[src/rtl/ama_riscv_mem_arb.sv]
// rtl/ama_riscv_mem_arb.sv - fetch/data arbiter for a shared single-port fixed-latency memory
// Build option: define ARB_RR_EN for round-robin under contention (default: data port has fixed priority).
module ama_riscv_mem_arb #(
  parameter int AW      = 16,
  parameter int DW      = 32,
  parameter int MEM_LAT = 1
) (
  input  logic          clk,
  input  logic          rst,
  // fetch port
  input  logic          if_req_valid,
  output logic          if_req_ready,
  input  logic [AW-1:0] if_req_addr,
  output logic          if_rsp_valid,
  output logic [DW-1:0] if_rsp_data,
  input  logic          if_flush,
  // data port
  input  logic          d_req_valid,
  output logic          d_req_ready,
  input  logic [AW-1:0] d_req_addr,
  input  logic [3:0]    d_req_we,
  input  logic [DW-1:0] d_req_wdata,
  output logic          d_rsp_valid,
  output logic [DW-1:0] d_rsp_data,
  // memory port
  output logic          mem_en,
  output logic [3:0]    mem_we,
  output logic [AW-3:0] mem_addr,
  output logic [DW-1:0] mem_wdata,
  input  logic [DW-1:0] mem_rdata
);

  localparam logic SRC_IF = 1'b0;
  localparam logic SRC_D  = 1'b1;

  logic               last_gnt;
  logic               d_wins;
  logic               gnt_if;
  logic               gnt_d;
  logic               rd_gnt;
  logic               fin_vld;
  logic               fin_src;
  logic [MEM_LAT-1:0] tag_vld;
  logic [MEM_LAT-1:0] tag_src;
  logic               unused_bits;

  // Contention winner: the port that was not granted last, or always data in fixed-priority builds.
  always_comb begin
`ifdef ARB_RR_EN
    d_wins = (last_gnt == SRC_IF);
`else
    d_wins = 1'b1;
`endif
  end

  // Combinational grant; nothing is granted while reset is held.
  always_comb begin
    gnt_if = 1'b0;
    gnt_d  = 1'b0;
    if (!rst) begin
      if (if_req_valid && d_req_valid) begin
        gnt_d  = d_wins;
        gnt_if = !d_wins;
      end else begin
        gnt_d  = d_req_valid;
        gnt_if = if_req_valid;
      end
    end
  end

  assign if_req_ready = gnt_if;
  assign d_req_ready  = gnt_d;

  // Winner drives the macro; fetch never writes. Address/wdata are don't-care when idle.
  assign mem_en    = gnt_if | gnt_d;
  assign mem_we    = gnt_d ? d_req_we : 4'b0000;
  assign mem_addr  = gnt_d ? d_req_addr[AW-1:2] : if_req_addr[AW-1:2];
  assign mem_wdata = d_req_wdata;

  // Only reads occupy a tag slot; writes complete on the grant cycle.
  assign rd_gnt = gnt_if | (gnt_d & (d_req_we == 4'b0000));

  // Remember which port won the most recent grant.
  always_ff @(posedge clk) begin
    if (rst) begin
      last_gnt <= SRC_IF;
    end else if (mem_en) begin
      last_gnt <= gnt_d ? SRC_D : SRC_IF;
    end
  end

  // Latency-matched tag pipeline; a flush kills fetch tags already in flight, not the one entering now.
  always_ff @(posedge clk) begin
    if (rst) begin
      tag_vld <= '0;
      tag_src <= '0;
    end else begin
      tag_vld[0] <= rd_gnt;
      tag_src[0] <= gnt_d ? SRC_D : SRC_IF;
      for (int i = 1; i < MEM_LAT; i++) begin
        tag_vld[i] <= tag_vld[i-1] && !(if_flush && (tag_src[i-1] == SRC_IF));
        tag_src[i] <= tag_src[i-1];
      end
    end
  end

  // Final stage steers the response; a flush in the response cycle suppresses a fetch response.
  assign fin_vld      = tag_vld[MEM_LAT-1] && !rst;
  assign fin_src      = tag_src[MEM_LAT-1];
  assign if_rsp_valid = fin_vld && (fin_src == SRC_IF) && !if_flush;
  assign d_rsp_valid  = fin_vld && (fin_src == SRC_D);
  assign if_rsp_data  = mem_rdata;
  assign d_rsp_data   = mem_rdata;

  // Byte-offset bits are ignored for word-aligned requests; last_gnt is idle without round-robin.
`ifdef ARB_RR_EN
  assign unused_bits = ^{if_req_addr[1:0], d_req_addr[1:0]};
`else
  assign unused_bits = ^{if_req_addr[1:0], d_req_addr[1:0], last_gnt};
`endif

endmodule

[config.mk]
export PLATFORM = sky130hd
export DESIGN_NAME = ama_riscv_mem_arb
export DESIGN_NICKNAME = d
export VERILOG_FILES = /design/src/rtl/ama_riscv_mem_arb.sv
export SDC_FILE = /design/constraint.sdc
export NUM_CORES = 1
export LEC_CHECK = 0
export ABC_AREA = 1
export ABC_CLOCK_PERIOD_IN_PS = 800
export BUFFER_PORTS_ARGS = -buffer_cell sky130_fd_sc_hd__buf_2
export CORE_AREA = 2 2 86 88
export CTS_CLUSTER_SIZE = 25
export DETAILED_ROUTE_END_ITERATION = 10
export DIE_AREA = 0 0 88 90
export GPL_ROUTABILITY_DRIVEN = 0
export PLACE_DENSITY_LB_ADDON = 0.08
export SYNTH_ARGS = -nofsm -noshare
export SYNTH_HDL_FRONTEND = slang
export SYNTH_SLANG_ARGS = --single-unit
[constraint.sdc]
create_clock -name clk -period 0.8 [get_ports clk]
set_input_delay 0.08 -clock clk [delete_from_list [all_inputs] [get_ports clk]]
set_output_delay 0.08 -clock clk [all_outputs]
set_load 0.03 [all_outputs]
-- Word level (Yosys, flattened, before mapping)
Cells that the tools add are included.
- register bits: 2
- latch bits: 0
- memory bits (writable): 0
- bits in read-only memories: 0
- output and inout bits: 119
- word-level logic and storage cells: 21
- memories kept: 0
- $add $sub $neg: 0
- $mul: 0
- divide/modulo/power cells: 0
- order comparisons: 0
- eq/ne operators: 0
- shift-type cells: 0
- mux-type cells: 7
- bitwise logic cells: 4
- reductions and logical operators: 8
- operators by type and width (operator ; number):
    2-to-1 mux 14 bit ; 1
    logical AND 1 bit ; 5
    2-to-1 mux 1 bit ; 5
    zero test 4 bit ; 1
    2-to-1 mux 4 bit ; 1
    zero test 1 bit ; 2
    bitwise OR 1 bit ; 2
    bitwise AND 1 bit ; 1
    NOT 1 bit ; 1

-- Longest topological paths before layout
Gate-level depths: netlist (run 1).
- depth in word-level cells: 5
- depth in mapped cells: 5
- depth with buffers taken out: 4

-- Worst setup path before layout (run 1)
OpenSTA, ideal clock, no wires.
- kind: register to output
- start: register tag_vld
- end: output port if_rsp_valid
- data arrival time: 1.000 ns
- path slack: -0.280 ns
- stages on the path, launching flop included: 3
- path buffers: 0
- cells stage by stage: dfxtp_1 -> nand2_1 -> nor3_1
- longest elaborated chain between the ends: 3
- RTL lines (element ; line ; source):
    start: declaration ; 43 ; logic [MEM_LAT-1:0] tag_vld;
    start signal: indexed assignment ; 101 ; tag_vld[i] <= tag_vld[i-1] && !(if_flush && (tag_src[i-1] == SRC_IF));
    logical AND 1 bit ; 108 ; assign fin_vld = tag_vld[MEM_LAT-1] && !rst;
    logical AND 1 bit (2 in a row) ; 110 ; assign if_rsp_valid = fin_vld && (fin_src == SRC_IF) && !if_flush;
    end: declaration ; 14 ; output logic if_rsp_valid,
Every way passes these cells.

-- Worst setup path in the final report (run 1)
Same ends and word-level chain as after synthesis.

==> flow_summary.yaml, run 1 <==
outcome:
  run_status: "complete, but fails checks"
  violations: "setup timing"
worst_setup_path:
  crit_arrival_ns: 0.87
  crit_chain: "nand2_4 -> nor3_2 -> buf_4"
  setup.worst_path.class: "flip-flop to output port"
  crit_path_start_kind: "flip-flop"
  cp_max_fo: 2
  cpPeakStageDelay_ns: 0.32
  critPathSlowestCell: "dfxtp_2"
  cp_top_family: "flip-flops"
  cp.depth: 3
  critical_path_required_ns: 0.72
  crit_start: "tag_vld"
  worst-path-buf-inv: 1
  cp-endpoint: "if_rsp_valid"
  crit_path_end_kind: "output port"
place:
  dp_hpwl_um: 2380
  portBuffers: 59
  dp_cells: 231
power_and_ir_drop:
  p_leak_nw: 0.605
  power.density_nw_per_um2: 1040
  ir_drop_mv: 0.244
die:
  floorplan.die.height_um: 90
  initial_utilization_pct: 14.9
  rows: 31
  die_x_um: 88
  die-area_um2: 7920
  ioPinCount: 224
  fp.coreArea_um2: 7020
drt:
  avgRoutedWirePerCell_um: 11.8
  wl_um: 2790
  drtAntennaViolNets: 0
  vias: 745
  drt_iter0_drc: 8
  drc_errors: 0
  post_drt_via_cell_ratio: 3.16
  firstDrtPassIters: 4
logic_synthesis:
  synth-seq-cells: 2
  synth.avg_cell_area_um2: 6.32
  syn_area_um2: 1050
  synth.area.top_cells: "buf_4 69%, nand2_1 16%, dfxtp_1 3.8%, nor2_1 2.9%, inv_1 2.1%"
  syn_nets: 271
  synth_cells: 166
  yosys_warnings: 0
  yosys.area.top_type_share_pct: 69.5
  netlist.top_cell.by_area: "buf_4"
  yosysSeqAreaShare_pct: 3.82
  synth_cell_types: 12
min_path:
  worstHoldPathCells: 2
  holdCritPathClass: "primary input to flip-flop"
grt:
  grt_overflow: 0
  antenna_found_initial: 0
  grt_start_max_net_pins: 20
  grt_usage_pct: 6.28
  grt_pass1_vias: 758
  grt_pass1_wl_um: 3810
cts:
  cts_htree_levels: 1
  cts_tree: "done"
  cts_buffers: 3
  cts_root_buf: "clkbuf_8"
  cts_max_path_buffers: 2
  clk_pin_slew_ns: 0.03
  clkSinkCount: 2
cells_and_area:
  nNetsFinal: 244
  layout_commonest_cell: "buf_2"
  final_cell_mix: "34 x buf_2, 24 x nand2_2, 18 x buf_6"
  stdcell_count: 236
  drive_above_1_share_pct: 79.6
  area_growth_pct: 5.97
  diodes: 0
timing:
  worst_pin_slew_ns: 0.142
  min_period_over_period_pct: 119
  finalSetupViolCount: 12
  fmax_mhz: 1050
  finalCriticalPeriod_ns: 0.954
  worst_hold_slack_ns: 0.0378
  rsz0062_at_grt: "yes"
  finalHoldViolCount: 0
  relSlewSlack_pct: 90.5
  maxSlewViolCount: 0
  setup_ws_ns: -0.154
job:
  cap_viol_max_count: 0
power breakdown:
part	switching [W]	internal (W)
clock network	0.0000736	0.000318
logic	0.000353	0.000297
registers	0.00000392	0.000107
cell type report:
type / instances / area [um^2]
fill: 809 / 5910
timing repair buffer: 66 / 505
multi-input combinational: 58 / 360
tap: 99 / 124
sequential: 2 / 42.5
clock buffer: 3 / 41.3
inverter: 8 / 37.5
worst min path at each step:
stage	startpoint	slack [ns]	to
3_5_place_dp	d_req_wdata[18]	0.16	mem_wdata[18]
4_1_cts	rst	0.07	fin_src
6_report	rst	0.04	fin_src
2_1_floorplan	rst	0.15	fin_src
5_1_grt	rst	0.04	fin_src
3_3_place_gp	d_req_wdata[18]	0.16	mem_wdata[18]
Yosys cell counts:
| cell | n |
|---|---|
| nand2_1 | 44 |
| nand3_1 | 2 |
| inv_2 | 2 |
| buf_4 | 97 |
| nand2_2 | 1 |
| nor2_1 | 8 |
| buf_6 | 1 |
| nor3_1 | 1 |
| inv_1 | 6 |
| dfxtp_1 | 2 |
| nand2_4 | 1 |
| nor2_4 | 1 |
registers in the layout, indices dropped and copies added (netlist names):
register	cells
fin_src	1
tag_vld	1
routing by layer:
| metal | global-route usage (%) | up-vias | routed length [um] |
|---|---|---|---|
| met3 | 5.14 | 35 | 540 |
| met4 | 5.13 | 0 | 161 |
| met5 | 0 | - | 0 |
| met1 | 3.75 | 305 | 717 |
| li1 | - | 338 | - |
| met2 | 11.1 | 67 | 1370 |
cells by family after synthesis:
kind of cell / synth area share, %
flip-flops: 3.82
buffers and inverters: 73.4
AND/OR/NAND/NOR: 22.8
through the flow:
step | cell area, um^2 | total power, W | setup WS [ns] | utilization [%] | TNS, ns
5_1_grt | 1110 | 0.00122 | -0.201 | 15.8 | -1.11
2_1_floorplan | 1060 | 0.00128 | -0.0657 | - | -0.303
3_3_place_gp | 773 | 0.000583 | -0.115 | 11.0 | -1.63
6_report | 1110 | 0.00115 | -0.154 | 15.8 | -0.385
3_5_place_dp | 773 | 0.000575 | -0.124 | 11.0 | -1.77
4_1_cts | 1040 | 0.00113 | -0.155 | 14.8 | -0.789
timing repair:
item / CTS / global route
setup endpoints to repair: 22 / 22
resized for setup: 70 / 22
hold buffers: 0 / 0
endpoints found under the hold margin: 0 / 0
buffers inserted: 1 / 1
pin swaps: 15 / 22
Note: power is estimated with default switching activity, not from simulation.
==> run 2: changes to the inputs <==
--- a/config.mk
+++ b/config.mk
@@ -14,6 +14,7 @@
 export DIE_AREA = 0 0 88 90
 export GPL_ROUTABILITY_DRIVEN = 0
 export PLACE_DENSITY_LB_ADDON = 0.08
+export SLEW_MARGIN = 40
 export SYNTH_ARGS = -nofsm -noshare
 export SYNTH_HDL_FRONTEND = slang
 export SYNTH_SLANG_ARGS = --single-unit
==> constraint.sdc (replaced) <==
create_clock -name clk -period 0.8 [get_ports clk]
set_input_delay 0.08 -clock clk [delete_from_list [all_inputs] [get_ports clk]]
set_output_delay 0.08 -clock clk [all_outputs]
set_load 0.01 [all_outputs]
==> flow_summary.yaml, run 2 (same netlist as run 1, synthesis figures left out) <==
worst_setup_path:
  crit_path_end_kind: "output port"
  crit_path_start_kind: "flip-flop"
  cp_max_fo: 2
  cp_top_family: "flip-flops"
  critical_path_required_ns: 0.72
  setup.worst_path.class: "flip-flop to output port"
  worst-path-buf-inv: 1
  cpPeakStageDelay_ns: 0.31
  crit_arrival_ns: 0.82
  crit_start: "tag_vld"
  crit_chain: "nand2_2 -> nor3_2 -> buf_2"
  critPathSlowestCell: "dfxtp_2"
  cp.depth: 3
cells_and_area:
  drive_above_1_share_pct: 71.9
  fillers: 813
  stdcell_count: 238
  final_cell_mix: "50 x buf_2, 25 x nand2_1, 15 x nand2_2"
  multi_input_area_um2: 330
  design_area_um2: 1050
  area_growth_pct: 0.000381
  diodes: 0
  nNetsFinal: 246
  register_area_um2: 42.5
  layout_commonest_cell: "buf_2"
die:
  fp.coreArea_um2: 7020
  die-area_um2: 7920
  rows: 31
  initial_utilization_pct: 14.9
  die_x_um: 88
  floorplan.die.height_um: 90
  ioPinCount: 224
cts:
  clk_pin_slew_ns: 0.03
  cts_buffers: 3
  cts_tree: "done"
  cts_htree_levels: 1
  cts_root_buf: "clkbuf_8"
  cts_max_path_buffers: 2
  clkSinkCount: 2
job:
  cap_viol_max_count: 0
place:
  placed_area_um2: 778
  dp_cells: 231
  dp_hpwl_um: 2360
  portBuffers: 59
  post-place-ws_ns: -0.0701
min_path:
  holdCritStartpoint: "rst"
  holdCritPathClass: "primary input to flip-flop"
  worstHoldPathCells: 3
drt:
  drt_iter0_drc: 11
  drc_errors: 0
  avgRoutedWirePerCell_um: 12.2
  wl_met2_um: 1200
  firstDrtPassIters: 2
  post_drt_via_cell_ratio: 3.24
  route.met3.wl_um: 516
  drtAntennaViolNets: 0
  wl_met1_um: 949
  vias: 770
  top_layer_used: "met4"
  wl_um: 2900
timing:
  finalCriticalPeriod_ns: 0.901
  setup_ws_ns: -0.101
  min_period_over_period_pct: 113
  fmax_mhz: 1110
  worst_pin_slew_ns: 0.145
  maxSlewViolCount: 0
  relSlewSlack_pct: 90.3
  rsz0062_at_grt: "yes"
  finalHoldViolCount: 0
  finalSetupViolCount: 16
  fin_tns_setup_ns: -0.765
grt:
  grt_pass1_vias: 755
  antenna_found_initial: 0
  grt_usage_pct: 6.40
  grt_start_max_net_pins: 20
  grt_overflow: 0
  grt_pass1_wl_um: 3820
power_and_ir_drop:
  fin_total_pwr_w: 0.000998
  ir_drop_mv: 0.231
  power.density_nw_per_um2: 952
  p_leak_nw: 0.607
outcome:
  run_status: "complete, but fails checks"
  violations: "setup timing"
run 2: cell types whose count changed in the layout (fill, tap and decap cells not counted), sizes merged:
| cell | previous run | this run |
|---|---|---|
| buf | 64 | 68 |
| clkbuf | 5 | 3 |
run 2: path summary, 6_finish.rpt:
path                      endpoint
worst max-delay path  if_rsp_valid
worst min-delay path       fin_src
run 2: per-layer routing:
metal / global-route usage [%] / up-vias
li1: - / 342
met1: 5.35 / 317
met2: 9.66 / 74
met3: 3.49 / 37
met4: 7.44 / 0
met5: 0 / -
run 2: power breakdown:
part / switching, W / internal [W]
clock: 0.0000789 / 0.000318
combinational: 0.000230 / 0.000261
sequential: 0.00000289 / 0.000107
total: 0.000312 / 0.000686
run 2: tightest hold or removal path, cell delays in order:
cell    delay (ns)
buf_6         0.10
buf_4         0.10
nor2_1        0.04
run 2: area by class of cell:
| cell class | count | share of cell area, % |
|---|---|---|
| multi-input cells | 58 | 31.5 |
| well taps | 99 | 11.8 |
| repair buffers | 68 | 45.3 |
| clock buffers | 3 | 3.94 |
| inverters | 8 | 3.34 |
| flip-flops and latches | 2 | 4.06 |
run 2: metrics by stage:
step / util [%] / hold WS [ns]
floorplan: - / 0.152
global placement: 11.1 / 0.160
detailed placement: 11.1 / 0.160
CTS: 13.2 / 0.157
global route: 14.9 / 0.154
finish: 14.9 / 0.144
run 2: timing repair:
action	CTS	global route
hold buffers	0	0
resized for setup	14	34
setup endpoints to repair	19	22
buffers inserted	3	1
pin swaps	2	2
cloned	1	0
==> run 3: changes to the inputs <==
--- a/config.mk
+++ b/config.mk
@@ -14,6 +14,7 @@
 export DIE_AREA = 0 0 88 90
 export GPL_ROUTABILITY_DRIVEN = 0
 export PLACE_DENSITY_LB_ADDON = 0.08
+export SETUP_SLACK_MARGIN = 0.3
 export SLEW_MARGIN = 40
 export SYNTH_ARGS = -nofsm -noshare
 export SYNTH_HDL_FRONTEND = slang
==> flow_summary.yaml, run 3 (same netlist as run 1, synthesis figures left out) <==
cells_and_area:
  nNetsFinal: 251
  fillers: 771
  area_growth_pct: 17.9
  diodes: 0
  layout_commonest_cell: "buf_2"
  utilization_pct: 17.6
  final_cell_mix: "41 x buf_2, 24 x nand2_2, 24 x buf_6"
  drive_above_1_share_pct: 81.3
  design_area_um2: 1240
cts:
  cts_tree: "done"
  cts_htree_levels: 1
  clk_pin_slew_ns: 0.03
  hold_buffers: 0
  cts_max_path_buffers: 2
  cts_buffers: 3
  cts_root_buf: "clkbuf_8"
  clkSinkCount: 2
outcome:
  violations: "setup timing"
  run_status: "complete, but fails checks"
drt:
  drtAntennaViolNets: 0
  drc_errors: 0
  post_drt_via_cell_ratio: 3.16
  firstDrtPassIters: 2
  wl_um: 3320
  avgRoutedWirePerCell_um: 13.6
  vias: 768
  drt_iter0_drc: 25
die:
  rows: 31
  die-area_um2: 7920
  initial_utilization_pct: 14.9
  floorplan.die.height_um: 90
  fp.coreArea_um2: 7020
  ioPinCount: 224
  die_x_um: 88
min_path:
  hold_end: "fin_src"
  holdCritStartpoint: "rst"
  holdCritPathClass: "primary input to flip-flop"
  worstHoldPathCells: 2
timing:
  finalHoldViolCount: 0
  setup_ws_ns: -0.0975
  relSlewSlack_pct: 90.6
  fmax_mhz: 1110
  min_period_over_period_pct: 112
  fin_tns_setup_ns: -0.257
  rsz0062_at_grt: "yes"
  maxSlewViolCount: 0
  finalSetupViolCount: 9
  finalCriticalPeriod_ns: 0.898
  worst_pin_slew_ns: 0.140
worst_setup_path:
  crit_start: "tag_vld"
  critical_path_required_ns: 0.72
  crit_path_start_kind: "flip-flop"
  crit_path_end_kind: "output port"
  cp_max_fo: 2
  crit_arrival_ns: 0.82
  setup.worst_path.class: "flip-flop to output port"
power_and_ir_drop:
  p_leak_nw: 0.630
  power.density_nw_per_um2: 898
  ir_drop_mv: 0.273
place:
  placed_area_um2: 868
  portBuffers: 59
  dp_hpwl_um: 2530
grt:
  antenna_found_initial: 0
  grt_pass1_vias: 714
  grt_overflow: 0
  grt_start_max_net_pins: 20
  grt_pass1_wl_um: 4160
  grt_usage_pct: 6.88
job:
  cap_viol_max_count: 0
==> run 3: stage by stage <==
step	setup slack [ns]	hold slack, ns	power, W	cells
after CTS	-0.115	0.0576	0.000990	234
final	-0.0975	0.0633	0.00111	243
after floorplan	0.191	0.151	0.000807	166
after detailed placement	-0.122	0.160	0.000518	229
after global placement	-0.112	0.160	0.000523	229
after global routing	-0.145	0.0622	0.00118	243
==> run 3: how the worst max path moves through the flow <==
stage	endpoint	slack, ns	cells after the start
2_1_floorplan	d_rsp_valid	0.19	2
3_3_place_gp	mem_addr[10]	-0.11	6
3_5_place_dp	mem_addr[4]	-0.12	7
4_1_cts	d_rsp_valid	-0.11	3
5_1_grt	if_rsp_valid	-0.15	3
6_report	if_rsp_valid	-0.1	3
==> run 3: metal layers <==
layer | share of wire, % | track usage [%]
met1 | 27 | 5.52
met2 | 56 | 12.4
met3 | 15 | 4.78
met4 | 1.1 | 3.08
met5 | 0 | 0
==> run 3: report_power, final <==
part	internal, W	total, W	switching, W
Sequential	0.000107	0.000110	0.00000301
Clock	0.000318	0.000399	0.0000809
Combinational	0.000318	0.000601	0.000282
Total	0.000744	0.00111	0.000366
==> run 3: area by class of cell <==
class                      count  area [um^2]  area share [%]
timing repair buffer          70          551            44.5
multi-input combinational     61          419            33.9
tap                           99          124            10.0
inverter                       8         58.8            4.76
sequential                     2         42.5            3.44
clock buffer                   3         41.3            3.34
==> run 3: what timing repair did <==
| action | in CTS | in global routing |
|---|---|---|
| gates cloned | 1 | 3 |
| setup buffers | 1 | 6 |
| hold endpoints to repair | 0 | 0 |
| pin swaps | 4 | 11 |
| endpoints found under the setup margin | 24 | 24 |
| gates resized for setup | 21 | 34 |
==> run 3: worst max-delay path, stage by stage, from the launching register on <==
cell	delay, ns
dfxtp_2	0.31
nand2_2	0.05
nor3_2	0.09
buf_2	0.15
